--- src/rtl/image_ram_arbiter_if.sv ---
// Bus bundle between the host, the edge-detection coprocessor ports,
// the image RAM and the arbiter that shares that RAM among them.
interface image_ram_arbiter_if #(
  parameter int unsigned ADDR_W = 12,
  parameter int unsigned DATA_W = 32
);
  // host bus
  logic              host_req;
  logic              host_we;
  logic [ADDR_W-1:0] host_addr;
  logic [DATA_W-1:0] host_wdata;
  logic              host_gnt;
  logic              host_rvalid;
  logic [DATA_W-1:0] host_rdata;
  // coprocessor row-fetch port
  logic              cp_rd_req;
  logic [ADDR_W-1:0] cp_rd_addr;
  logic              cp_rd_gnt;
  logic              cp_rd_valid;
  logic [DATA_W-1:0] cp_rd_data;
  // coprocessor result-writeback port
  logic              cp_wr_req;
  logic [ADDR_W-1:0] cp_wr_addr;
  logic [DATA_W-1:0] cp_wr_data;
  logic              cp_wr_gnt;
  // RAM side
  logic [ADDR_W-1:0] ram_addr;
  logic              ram_wren;
  logic [DATA_W-1:0] ram_data;
  logic [DATA_W-1:0] ram_q;
  // status
  logic              busy;

  // arbiter view
  modport slave (
    input  host_req, host_we, host_addr, host_wdata,
    input  cp_rd_req, cp_rd_addr,
    input  cp_wr_req, cp_wr_addr, cp_wr_data,
    input  ram_q,
    output host_gnt, host_rvalid, host_rdata,
    output cp_rd_gnt, cp_rd_valid, cp_rd_data,
    output cp_wr_gnt,
    output ram_addr, ram_wren, ram_data,
    output busy
  );

  // requester / RAM view
  modport master (
    output host_req, host_we, host_addr, host_wdata,
    output cp_rd_req, cp_rd_addr,
    output cp_wr_req, cp_wr_addr, cp_wr_data,
    output ram_q,
    input  host_gnt, host_rvalid, host_rdata,
    input  cp_rd_gnt, cp_rd_valid, cp_rd_data,
    input  cp_wr_gnt,
    input  ram_addr, ram_wren, ram_data,
    input  busy
  );
endinterface

--- src/rtl/image_ram_arbiter.sv ---
// Shares the single-port image RAM between the host bus and the coprocessor
// row-fetch / writeback ports. One RAM access per cycle; read data returns
// in issue order, tagged to the requester that issued it. Host has priority
// bounded by a starvation limit; the two coprocessor ports alternate.
module image_ram_arbiter #(
  parameter int unsigned ADDR_W       = 12,
  parameter int unsigned DATA_W       = 32,
  parameter int unsigned RD_LATENCY   = 2,
  parameter int unsigned STARVE_LIMIT = 4
) (
  input logic                clk_50M,
  input logic                reset,
  image_ram_arbiter_if.slave bus
);

  typedef enum logic { OWN_HOST = 1'b0, OWN_CP = 1'b1 } owner_e;
  typedef enum logic { RR_RD = 1'b0, RR_WR = 1'b1 } rr_e;
  typedef struct packed {
    logic   valid;
    owner_e owner;
  } tag_t;

  localparam logic [3:0] STARVE_MAX = 4'(STARVE_LIMIT);

  logic [3:0]         starve_cnt;
  rr_e                rr_ptr;
  tag_t [RD_LATENCY:0] rd_pipe;
  tag_t               issue_tag;
  logic               cp_pend;
  logic               host_win;
  logic               cp_win;
  logic               rd_win;
  logic               wr_win;
  logic               pipe_busy;

  logic [ADDR_W-1:0]  ram_addr_q;
  logic               ram_wren_q;
  logic [DATA_W-1:0]  ram_data_q;
  logic               host_rvalid_q;
  logic [DATA_W-1:0]  host_rdata_q;
  logic               cp_rd_valid_q;
  logic [DATA_W-1:0]  cp_rd_data_q;

  // Same-cycle arbitration; no grant is issued while reset is asserted.
  always_comb begin
    cp_pend  = bus.cp_rd_req | bus.cp_wr_req;
    host_win = reset & bus.host_req & (~cp_pend | (starve_cnt < STARVE_MAX));
    cp_win   = reset & cp_pend & ~host_win;
    rd_win   = cp_win & bus.cp_rd_req & (~bus.cp_wr_req | (rr_ptr == RR_RD));
    wr_win   = cp_win & bus.cp_wr_req & ~rd_win;
  end

  // Starvation counter and coprocessor round-robin pointer.
  // Pointing at the other port after any cp grant covers both the
  // contended toggle and the single-requester case.
  always_ff @(posedge clk_50M) begin
    if (!reset) begin
      starve_cnt <= '0;
      rr_ptr     <= RR_RD;
    end else begin
      if (cp_win || !cp_pend)
        starve_cnt <= '0;
      else if (host_win && (starve_cnt < STARVE_MAX))
        starve_cnt <= starve_cnt + 4'd1;
      if (rd_win)
        rr_ptr <= RR_WR;
      else if (wr_win)
        rr_ptr <= RR_RD;
    end
  end

  // Register the winning access onto the RAM port; idle cycles never write.
  always_ff @(posedge clk_50M) begin
    if (!reset) begin
      ram_addr_q <= '0;
      ram_wren_q <= 1'b0;
      ram_data_q <= '0;
    end else if (host_win) begin
      ram_addr_q <= bus.host_addr;
      ram_wren_q <= bus.host_we;
      ram_data_q <= bus.host_wdata;
    end else if (rd_win) begin
      ram_addr_q <= bus.cp_rd_addr;
      ram_wren_q <= 1'b0;
    end else if (wr_win) begin
      ram_addr_q <= bus.cp_wr_addr;
      ram_wren_q <= 1'b1;
      ram_data_q <= bus.cp_wr_data;
    end else begin
      ram_wren_q <= 1'b0;
    end
  end

  // Tag describing the read (if any) issued this cycle.
  always_comb begin
    issue_tag.valid = (host_win & ~bus.host_we) | rd_win;
    issue_tag.owner = rd_win ? OWN_CP : OWN_HOST;
  end

  // Read-owner shift register; stage RD_LATENCY lines up with ram_q.
  always_ff @(posedge clk_50M) begin
    if (!reset) begin
      rd_pipe <= '0;
    end else begin
      rd_pipe[0] <= issue_tag;
      for (int unsigned i = 1; i <= RD_LATENCY; i++)
        rd_pipe[i] <= rd_pipe[i-1];
    end
  end

  // Any read still travelling through the owner pipeline.
  always_comb begin
    pipe_busy = 1'b0;
    for (int unsigned i = 0; i <= RD_LATENCY; i++)
      pipe_busy = pipe_busy | rd_pipe[i].valid;
  end

  // Steer returning RAM data to its owner as registered responses.
  always_ff @(posedge clk_50M) begin
    if (!reset) begin
      host_rvalid_q <= 1'b0;
      host_rdata_q  <= '0;
      cp_rd_valid_q <= 1'b0;
      cp_rd_data_q  <= '0;
    end else begin
      host_rvalid_q <= rd_pipe[RD_LATENCY].valid && (rd_pipe[RD_LATENCY].owner == OWN_HOST);
      cp_rd_valid_q <= rd_pipe[RD_LATENCY].valid && (rd_pipe[RD_LATENCY].owner == OWN_CP);
      if (rd_pipe[RD_LATENCY].valid && (rd_pipe[RD_LATENCY].owner == OWN_HOST))
        host_rdata_q <= bus.ram_q;
      if (rd_pipe[RD_LATENCY].valid && (rd_pipe[RD_LATENCY].owner == OWN_CP))
        cp_rd_data_q <= bus.ram_q;
    end
  end

  assign bus.host_gnt    = host_win;
  assign bus.cp_rd_gnt   = rd_win;
  assign bus.cp_wr_gnt   = wr_win;
  assign bus.ram_addr    = ram_addr_q;
  assign bus.ram_wren    = ram_wren_q;
  assign bus.ram_data    = ram_data_q;
  assign bus.host_rvalid = host_rvalid_q;
  assign bus.host_rdata  = host_rdata_q;
  assign bus.cp_rd_valid = cp_rd_valid_q;
  assign bus.cp_rd_data  = cp_rd_data_q;
  assign bus.busy        = bus.host_req | cp_pend | pipe_busy;

endmodule

--- src/flat_wrapper.sv ---
// flat-port wrapper written by rule: the top's interface ports become plain ports
module image_ram_arbiter_flat 
#(
  parameter int unsigned ADDR_W       = 12,
  parameter int unsigned DATA_W       = 32,
  parameter int unsigned RD_LATENCY   = 2,
  parameter int unsigned STARVE_LIMIT = 4
)
  (clk_50M, reset, bus_host_req, bus_host_we, bus_host_addr, bus_host_wdata, bus_cp_rd_req, bus_cp_rd_addr, bus_cp_wr_req, bus_cp_wr_addr, bus_cp_wr_data, bus_ram_q, bus_host_gnt, bus_host_rvalid, bus_host_rdata, bus_cp_rd_gnt, bus_cp_rd_valid, bus_cp_rd_data, bus_cp_wr_gnt, bus_ram_addr, bus_ram_wren, bus_ram_data, bus_busy);
  image_ram_arbiter_if #(.ADDR_W(ADDR_W), .DATA_W(DATA_W)) bus_i ();
  input logic clk_50M;
  input logic reset;
  input wire logic [$bits(bus_i.host_req)-1:0] bus_host_req;
  input wire logic [$bits(bus_i.host_we)-1:0] bus_host_we;
  input wire logic [$bits(bus_i.host_addr)-1:0] bus_host_addr;
  input wire logic [$bits(bus_i.host_wdata)-1:0] bus_host_wdata;
  input wire logic [$bits(bus_i.cp_rd_req)-1:0] bus_cp_rd_req;
  input wire logic [$bits(bus_i.cp_rd_addr)-1:0] bus_cp_rd_addr;
  input wire logic [$bits(bus_i.cp_wr_req)-1:0] bus_cp_wr_req;
  input wire logic [$bits(bus_i.cp_wr_addr)-1:0] bus_cp_wr_addr;
  input wire logic [$bits(bus_i.cp_wr_data)-1:0] bus_cp_wr_data;
  input wire logic [$bits(bus_i.ram_q)-1:0] bus_ram_q;
  output wire logic [$bits(bus_i.host_gnt)-1:0] bus_host_gnt;
  output wire logic [$bits(bus_i.host_rvalid)-1:0] bus_host_rvalid;
  output wire logic [$bits(bus_i.host_rdata)-1:0] bus_host_rdata;
  output wire logic [$bits(bus_i.cp_rd_gnt)-1:0] bus_cp_rd_gnt;
  output wire logic [$bits(bus_i.cp_rd_valid)-1:0] bus_cp_rd_valid;
  output wire logic [$bits(bus_i.cp_rd_data)-1:0] bus_cp_rd_data;
  output wire logic [$bits(bus_i.cp_wr_gnt)-1:0] bus_cp_wr_gnt;
  output wire logic [$bits(bus_i.ram_addr)-1:0] bus_ram_addr;
  output wire logic [$bits(bus_i.ram_wren)-1:0] bus_ram_wren;
  output wire logic [$bits(bus_i.ram_data)-1:0] bus_ram_data;
  output wire logic [$bits(bus_i.busy)-1:0] bus_busy;
  assign bus_i.host_req = bus_host_req;
  assign bus_i.host_we = bus_host_we;
  assign bus_i.host_addr = bus_host_addr;
  assign bus_i.host_wdata = bus_host_wdata;
  assign bus_i.cp_rd_req = bus_cp_rd_req;
  assign bus_i.cp_rd_addr = bus_cp_rd_addr;
  assign bus_i.cp_wr_req = bus_cp_wr_req;
  assign bus_i.cp_wr_addr = bus_cp_wr_addr;
  assign bus_i.cp_wr_data = bus_cp_wr_data;
  assign bus_i.ram_q = bus_ram_q;
  assign bus_host_gnt = bus_i.host_gnt;
  assign bus_host_rvalid = bus_i.host_rvalid;
  assign bus_host_rdata = bus_i.host_rdata;
  assign bus_cp_rd_gnt = bus_i.cp_rd_gnt;
  assign bus_cp_rd_valid = bus_i.cp_rd_valid;
  assign bus_cp_rd_data = bus_i.cp_rd_data;
  assign bus_cp_wr_gnt = bus_i.cp_wr_gnt;
  assign bus_ram_addr = bus_i.ram_addr;
  assign bus_ram_wren = bus_i.ram_wren;
  assign bus_ram_data = bus_i.ram_data;
  assign bus_busy = bus_i.busy;
  image_ram_arbiter #(.ADDR_W(ADDR_W), .DATA_W(DATA_W), .RD_LATENCY(RD_LATENCY), .STARVE_LIMIT(STARVE_LIMIT)) u_core (.clk_50M(clk_50M), .reset(reset), .bus(bus_i));
endmodule
--- config.mk ---
export PLATFORM = sky130hd
export DESIGN_NAME = image_ram_arbiter_flat
export DESIGN_NICKNAME = d
export VERILOG_FILES = /design/src/rtl/image_ram_arbiter_if.sv /design/src/rtl/image_ram_arbiter.sv /design/src/flat_wrapper.sv
export SDC_FILE = /design/constraint.sdc
export NUM_CORES = 1
export LEC_CHECK = 0
export CAP_MARGIN = 20
export CORE_UTILIZATION = 24
export DETAILED_ROUTE_END_ITERATION = 6
export GPL_TIMING_DRIVEN = 0
export PLACE_DENSITY = 0.57
export SKIP_CTS_REPAIR_TIMING = 1
export SLEW_MARGIN = 20
export SYNTH_ARGS = -nofsm -noshare
export SYNTH_HDL_FRONTEND = slang
export SYNTH_SLANG_ARGS = --single-unit
--- constraint.sdc ---
create_clock -name clk_50M -period 1.5 [get_ports clk_50M]
set_clock_uncertainty 0.1 [all_clocks]
set_input_delay 0.375 -clock clk_50M [delete_from_list [all_inputs] [get_ports clk_50M]]
set_output_delay 0.375 -clock clk_50M [all_outputs]
set_load 0.01 [all_outputs]
## After elaboration in Yosys (flattened, before gate mapping)

Index checks and enable logic that the tools add are counted.

| word-level totals | value |
|---|---|
| input port bits | 138 |
| logic and storage cells | 65 |
| output and inout port bits | 115 |
| register bits | 122 |

| cells by class | value |
|---|---|
| bitwise gates (word level) | 25 |
| $lt $le $gt $ge | 1 |
| $add $sub $neg | 1 |
| muxes and demuxes | 12 |
| reductions and logical operators | 10 |
| equal/unequal tests | 1 |

Operators with widths:

| cell | number |
|---|---|
| $mux W32 | 3 |
| $mux W12 | 3 |
| $and A1 B1 Y1 | 9 |
| $not A1 Y1 | 8 |
| $or A1 B1 Y1 | 8 |
| $mux W1 | 6 |
| $add A4 B1 Y4 const B | 1 |
| $lt A4 B3 Y1 const B | 1 |
| $reduce_bool A2 Y1 | 2 |
| $logic_and A1 B1 Y1 | 3 |
| $reduce_bool A3 Y1 | 1 |
| $ne A2 B1 Y1 const B | 1 |
| $reduce_and A2 Y1 | 1 |
| $reduce_or A2 Y1 | 1 |
| $logic_not A1 Y1 | 1 |
| $logic_or A1 B1 Y1 | 1 |

## Longest topological paths before layout

Gate-level depths: netlist of the first run.

| logic depth | value |
|---|---|
| depth in word-level cells | 13 |
| mapped depth | 6 |
| gate-level depth less buffers | 5 |

## Worst setup path before layout of the first run

Ideal clock, no wire load.

| path | value |
|---|---|
| path kind | input to output |
| start point | input bus_cp_wr_req |
| end point | output bus_busy |
| path slack | -0.196 ns |
| stages on the path | 2 |
| arrival time | 1.221 ns |
| buffers on the path | 0 |
| data required time | 1.025 ns |
| path through | or3_1 or4_1 |

| on the way | value |
|---|---|
| cells in the longest elaborated chain, start to end | 3 |

Ends and longest elaborated chain:

| what | RTL line | text |
|---|---|---|
| from (decl) | flat_wrapper.sv:19 | `input wire logic [$bits(bus_i.cp_wr_req)-1:0] bus_cp_wr_req;` |
| $or A1 B1 Y1 | image_ram_arbiter.sv:46 | `cp_pend = bus.cp_rd_req \| bus.cp_wr_req;` |
| $or A1 B1 Y1 (2 in a row) | image_ram_arbiter.sv:145 | `assign bus.busy = bus.host_req \| cp_pend \| pipe_busy;` |
| to (decl) | flat_wrapper.sv:33 | `output wire logic [$bits(bus_i.busy)-1:0] bus_busy;` |

Every way passes these cells.

## Worst setup path in the final report of the first run

| path | value |
|---|---|
| start point | register u_core.starve_cnt[3] |
| end point | output bus_cp_rd_gnt |

| on the way | value |
|---|---|
| cells in the longest elaborated chain, start to end | 7 |

Ends and longest elaborated chain:

| what | RTL line | text |
|---|---|---|
| from (decl) | image_ram_arbiter.sv:25 | `logic [3:0] starve_cnt;` |
| from (signal assigned) | image_ram_arbiter.sv:64 | `starve_cnt <= starve_cnt + 4'd1;` |
| $lt A4 B3 Y1 | image_ram_arbiter.sv:47 | `host_win = reset & bus.host_req & (~cp_pend \| (starve_cnt < STARVE_MAX));` |
| $or A1 B1 Y1 | image_ram_arbiter.sv:47 |  |
| $and A1 B1 Y1 | image_ram_arbiter.sv:47 |  |
| $not A1 Y1 | image_ram_arbiter.sv:48 | `cp_win = reset & cp_pend & ~host_win;` |
| $and A1 B1 Y1 | image_ram_arbiter.sv:48 |  |
| $and A1 B1 Y1 (2 in a row) | image_ram_arbiter.sv:49 | `rd_win = cp_win & bus.cp_rd_req & (~bus.cp_wr_req \| (rr_ptr == RR_RD));` |
| to (decl) | flat_wrapper.sv:26 | `output wire logic [$bits(bus_i.cp_rd_gnt)-1:0] bus_cp_rd_gnt;` |

Every way passes these cells.

==> impl_metrics.toml, run 1 <==
[synth]
seq_area_frac_synth = 0.536
synth_area_um2 = 4550
yosys.area_share.simple = 0.197
synth-adder-area-share = 0.00275
synth.area.mux_share = 0.0264
yosys_warnings = 0
synth_seq_cells = 122
synthCells = 563
synth_top_family_by_area = "simple AND/OR/NAND/NOR gates"
avgSynthCellArea_um2 = 8.09
syn_nets = 702
ys_types = 30
synth-compound-area-share = 0.189
synth_xor_area_frac = 0

[placed_design]
dpl_worst_slack_ps = -1310
gp_congestion = 0.784
placed_cells = 1048
place_hpwl_um = 11900
io_buffers = 251

[critical_path]
critical_path_arrival_ps = 1710
reg2reg_depth = 9
cp-startpoint = "u_core.starve_cnt[3]"
regToRegEndpoint = "u_core.bus.ram_addr[3]"
startpoint_type = "flop"
timing.rr.start = "u_core.starve_cnt[3]"
cp.required_ps = 1020
cp_max_fo = 6
end_kind = "output pin"
r2r_slack_ps = -410
critical_path_class = "reg2out"

[timing]
final-setup-viol-count = 31
fin_crit_sh = 1.46
worst_pin_slew_ps = 520
rsz0062_at_grt = "true"
fmax_mhz = 457
hold_viol_final = 0
setup_tns_ps = -7440
period_needed_ps = 2190
hold_ws_ps = 150
slew_violations = 0
maxSlewHeadroom = 0.653
worst_slack_ps = -688

[cts]
clockBufferDepth = 2
path_clk_slew_ps = 60
insertion_delay_ps = 410
cts_buffers = 17
clock-root-buffer = "clkbuf_16"
htreeDepth = 4
clock-sinks = 122
cts_tree = "built"

[status]
failed_checks = "setup timing"
status = "finished with violations"

[floorplanning]
fp-row-count = 50
num_io_pins = 253
die_x_um = 140
fp.coreArea_um2 = 18600
dieArea_um2 = 19500
die_h_um = 140
start_util = 0.244

[route]
vias = 4944
wl_um = 16700
wire_per_inst_um = 15.1
drt_iter0_drc = 152
ant_nets = 0
via_per_inst = 4.47
detail_route.first_pass.iterations = 4
drc = 0

[finish]
regArea_um2 = 2450
drive_above_1_share = 0.147
syn2layout_area_growth_pct = 91.3
multi_input_area_um2 = 1980
fillers = 1805
nets = 996
layoutNonFillerInstCount = 1105

[global_route]
grt_pass1_vias = 4647
antenna_found_initial = 1
grt_use_total = 0.166
grt_max_degree = 17
overflow = 0
grt_pass1_wl_um = 25000

[min_path]
hold_class = "in2reg"
hold_depth = 3
whs_endpoint = "u_core.rr_ptr"
worstHoldStart = "bus_cp_rd_req"

[pwr]
ir_drop_uv = 745
power_density_nw_per_um2 = 1040
p_leak_nw = 4.99

[run]
maxCapViolations = 0
## placed cells by master (no fill, tap or decap), drive strengths merged
cell type | Yosys | routed
a21oi | 65 | 65
a22oi | 12 | 12
a31oi | 32 | 32
and2 | 5 | 5
and4b | 2 | 2
buf | 15 | 42
bufinv | 0 | 4
clkbuf | 30 | 50
clkdlybuf4s50 | 0 | 133
clkinv | 0 | 3
clkinvlp | 0 | 2
conb | 1 | 1
dfxtp | 122 | 122
diode | 0 | 1
dlymetal6s2s | 0 | 112
ha | 1 | 1
inv | 4 | 10
mux2i | 12 | 12
nand2 | 196 | 196
nand2b | 2 | 2
nand3 | 2 | 2
nand4b | 1 | 1
nor2 | 9 | 9
nor2b | 1 | 1
nor3b | 1 | 1
o211ai | 1 | 1
o21ai | 45 | 45
o21bai | 1 | 1
o22ai | 1 | 1
or3 | 1 | 1
or4 | 1 | 1
## cell usage after synthesis
cell,n,share of area
o22ai_1,1,0.0014
a21oi_1,65,0.071
nand2b_1,2,0.0027
o21bai_1,1,0.0016
nand2_1,196,0.16
nor2b_1,1,0.0014
nand3_1,2,0.0022
ha_1,1,0.0027
buf_1,3,0.0025
nor3b_4,1,0.0041
clkbuf_1,30,0.025
dfxtp_1,122,0.54
mux2i_1,12,0.026
buf_4,2,0.0033
conb_1,1,0.00082
and2_1,5,0.0069
a22oi_1,12,0.020
nor2_1,9,0.0074
or4_1,1,0.0016
buf_2,8,0.0088
buf_6,2,0.0049
and4b_1,2,0.0044
or3_1,1,0.0014
nand4b_2,1,0.0033
inv_2,1,0.00082
a31oi_1,32,0.044
o21ai_0,41,0.045
inv_1,3,0.0025
o21ai_1,4,0.0044
o211ai_1,1,0.0016
## stage by stage
stage	util	power, mW	instance area [um^2]
after floorplan	-	3.88	4570
after global placement	0.396	4.62	7380
after detailed placement	0.396	4.62	7380
after CTS	0.430	9.12	8010
after global routing	0.467	9.43	8710
final	0.467	9.08	8710
## how the worst max path moves through the flow
stage               cells past startpoint       endpoint
floorplan                               2       bus_busy
global placement                        4       bus_busy
detailed placement                      4       bus_busy
CTS                                     4       bus_busy
global route                            6  bus_cp_rd_gnt
finish                                  6  bus_cp_rd_gnt
## report_power, final
part	switching (mW)	leakage [nW]	internal, mW	total (mW)
clock	1.64	0.306	2.82	4.45
sequential	0.0678	0.996	3.38	3.45
combinational	0.477	3.69	0.705	1.18
total	2.18	4.99	6.90	9.08
## layout make-up
| class | count | share of cell area |
|---|---|---|
| Multi-Input combinational cell | 392 | 0.227 |
| Buffer | 42 | 0.0330 |
| Inverter | 4 | 0.00201 |
| Clock inverter | 15 | 0.0241 |
| Antenna cell | 1 | 0.000287 |
| Sequential cell | 122 | 0.281 |
| Timing Repair Buffer | 278 | 0.350 |
| Tap cell | 234 | 0.0336 |
| Clock buffer | 17 | 0.0488 |
## sequential cells by signal, indices dropped and copies added (netlist names)
name and flops:
u_core.bus.cp_rd_data 32, u_core.bus.host_rdata 32, u_core.bus.ram_data 32, u_core.bus.ram_addr 12
u_core.rd_pipe 6, u_core.starve_cnt 4, u_core.bus.cp_rd_valid 1, u_core.bus.host_rvalid 1
u_core.bus.ram_wren 1, u_core.rr_ptr 1
## worst max-delay path, stage by stage (launching register included)
cell and delay [ps]:
dfxtp_2 330, nor3b_4 240, buf_4 160, and4b_1 190
buf_6 130, buf_12 130, buf_6 110
## cells by family after synthesis
kind of cell	after synthesis
and+or+nand+nor	221
other	1
DFF	122
adders and majority gates	1
muxes	12
buffers and inverters	49
AOI/OAI and AO/OA	157
## per-layer routing
layer  vias to the layer above  GRT usage  part of all wire
met5                         -          0                 0
met4                         0     0.0549             0.010
met3                        14     0.0688             0.076
met2                       192      0.266              0.47
met1                      2249      0.201              0.44
li1                       2489          -                 -
Note: power is estimated with default switching activity, not from simulation.
==> inputs of run 2 (changes only) <==
Settings changed: HOLD_SLACK_MARGIN from default to 0.12, MAX_ROUTING_LAYER from default to met4.
==> run 2 against run 1 <==
  * The run still ends with setup timing left
  * Register-to-register slack is essentially flat
  * Power shrank 0.11%
  * Routed wire length grew 0.28%
  * Combinational power is essentially flat
  * Sequential cell count is the same
  * Clock power is essentially flat
  * Global-route usage grew 0.56 points
  * Worst hold slack gained 11 ps
  * Sequential power is essentially flat
  * Via count grew 0.12%
  * Sequential share of layout area is essentially flat
  * Count of clock-buffer cells in the layout is the same
==> impl_metrics.toml, run 2 (synthesis results as in run 1) <==
[status]
status = "finished with violations"
failed_checks = "setup timing"

[route]
top_layer = "met4"
drc = 0
wl_um = 16700
met2_length_um = 7940
vias = 4950
drt_iter0_drc = 157
wire_per_inst_um = 15.2
wl_met3_um = 1170
via_per_inst = 4.48
ant_nets = 0
detail_route.first_pass.iterations = 4
drt-met1-wl_um = 7430

[global_route]
grt_pass1_vias = 4665
grt_max_degree = 17
grt_use_total = 0.172
grt_pass1_wl_um = 25000
overflow = 0
antenna_found_initial = 1

[cts]
insertion_delay_ps = 410
path_clk_slew_ps = 60
cts_tree = "built"
clock-root-buffer = "clkbuf_16"
cts_buffers = 17
htreeDepth = 4
clock-sinks = 122
clockBufferDepth = 2

[critical_path]
slowest_stage = "dfxtp_2"
r2r_slack_ps = -420
end_kind = "output pin"
critPathCapture = "bus_cp_rd_gnt"
cp_max_fo = 6
regToRegEndpoint = "u_core.bus.ram_addr[3]"
startpoint_type = "flop"
timing.rr.start = "u_core.starve_cnt[3]"
crit_chain = "nor3b_4 -> buf_4 -> and4b_1 -> buf_6 -> buf_12 -> buf_6"
path_common_cell = "buf_6"
cp.required_ps = 1020
critical_path_class = "reg2out"
reg2reg_depth = 9
critical_path_arrival_ps = 1720
worst_path_largest_cell_delay_ps = 330
cp-startpoint = "u_core.starve_cnt[3]"

[finish]
drive_above_1_share = 0.147
nets = 995
syn2layout_area_growth_pct = 91.1
layoutNonFillerInstCount = 1104
final_cell_mix = "nand2_1, clkdlybuf4s50_1, dfxtp_1"
final_common_cell = "nand2_1"

[timing]
setup_tns_ps = -6440
slew_violations = 0
hold_viol_final = 0
fmax_mhz = 455
fin_crit_sh = 1.46
worst_pin_slew_ps = 513
rsz0062_at_grt = "true"
final-setup-viol-count = 28
worst_slack_ps = -697
hold_ws_ps = 162
maxSlewHeadroom = 0.658
period_needed_ps = 2200

[floorplanning]
fp-row-count = 50
fp.coreArea_um2 = 18600
num_io_pins = 253
die_x_um = 140
die_h_um = 140
start_util = 0.244
dieArea_um2 = 19500

[pwr]
p_leak_nw = 4.98
ir_drop_uv = 747
power_mw = 9.07
power_density_nw_per_um2 = 1040

[min_path]
hold_class = "in2reg"

[placed_design]
place_hpwl_um = 11900
placed_cells = 1048
io_buffers = 251
gp_congestion = 0.795

[run]
maxCapViolations = 0
## run 2: worst min path at each step
stage                               from                    to  slack [ps]  depth (start not counted)
detailed placement  u_core.starve_cnt[0]  u_core.starve_cnt[0]         310                          1
global route               bus_cp_rd_req         u_core.rr_ptr         170                          3
CTS                 u_core.starve_cnt[0]  u_core.starve_cnt[0]         330                          1
global placement    u_core.starve_cnt[0]  u_core.starve_cnt[0]         310                          1
floorplan           u_core.starve_cnt[0]  u_core.starve_cnt[0]         300                          1
finish                     bus_cp_rd_req         u_core.rr_ptr         160                          3
## run 2: where the power goes
part	switching [mW]	internal, mW	leakage, nW	total (mW)
Clock	1.63	2.81	0.306	4.44
Combinational	0.479	0.703	3.68	1.18
Sequential	0.0682	3.38	0.996	3.45
Total	2.18	6.90	4.98	9.07
## run 2: layer usage
| layer | up-vias | global-route usage |
|---|---|---|
| li1 | 2485 | - |
| met2 | 200 | 0.267 |
| met1 | 2251 | 0.208 |
| met4 | 0 | 0.0532 |
| met5 | - | - |
| met3 | 14 | 0.0599 |
## run 2: worst max-delay path: cells and delay by family (launching register included)
family / cells / cell delay [ps]
buffers and inverters: 4 / 530
flip-flops: 1 / 330
AND/OR/NAND/NOR: 2 / 430
## run 2: area by class of cell
type,instances,area (um^2)
inverter,4,17.5
sequential,122,2450
fill,1808,9940
antenna,1,2.50
tap,234,293
timing repair buffer,277,3040
buffer,42,288
multi-input combinational,392,1980
clock inverter,15,210
clock buffer,17,425
## run 2: per-stage QoR
stage / util / cell area, um^2 / worst slack (ps)
after floorplan: - / 4570 / -176
final: 0.467 / 8700 / -697
after detailed placement: 0.396 / 7380 / -1310
after CTS: 0.430 / 8010 / -1310
after global routing: 0.467 / 8700 / -773
after global placement: 0.396 / 7380 / -1310
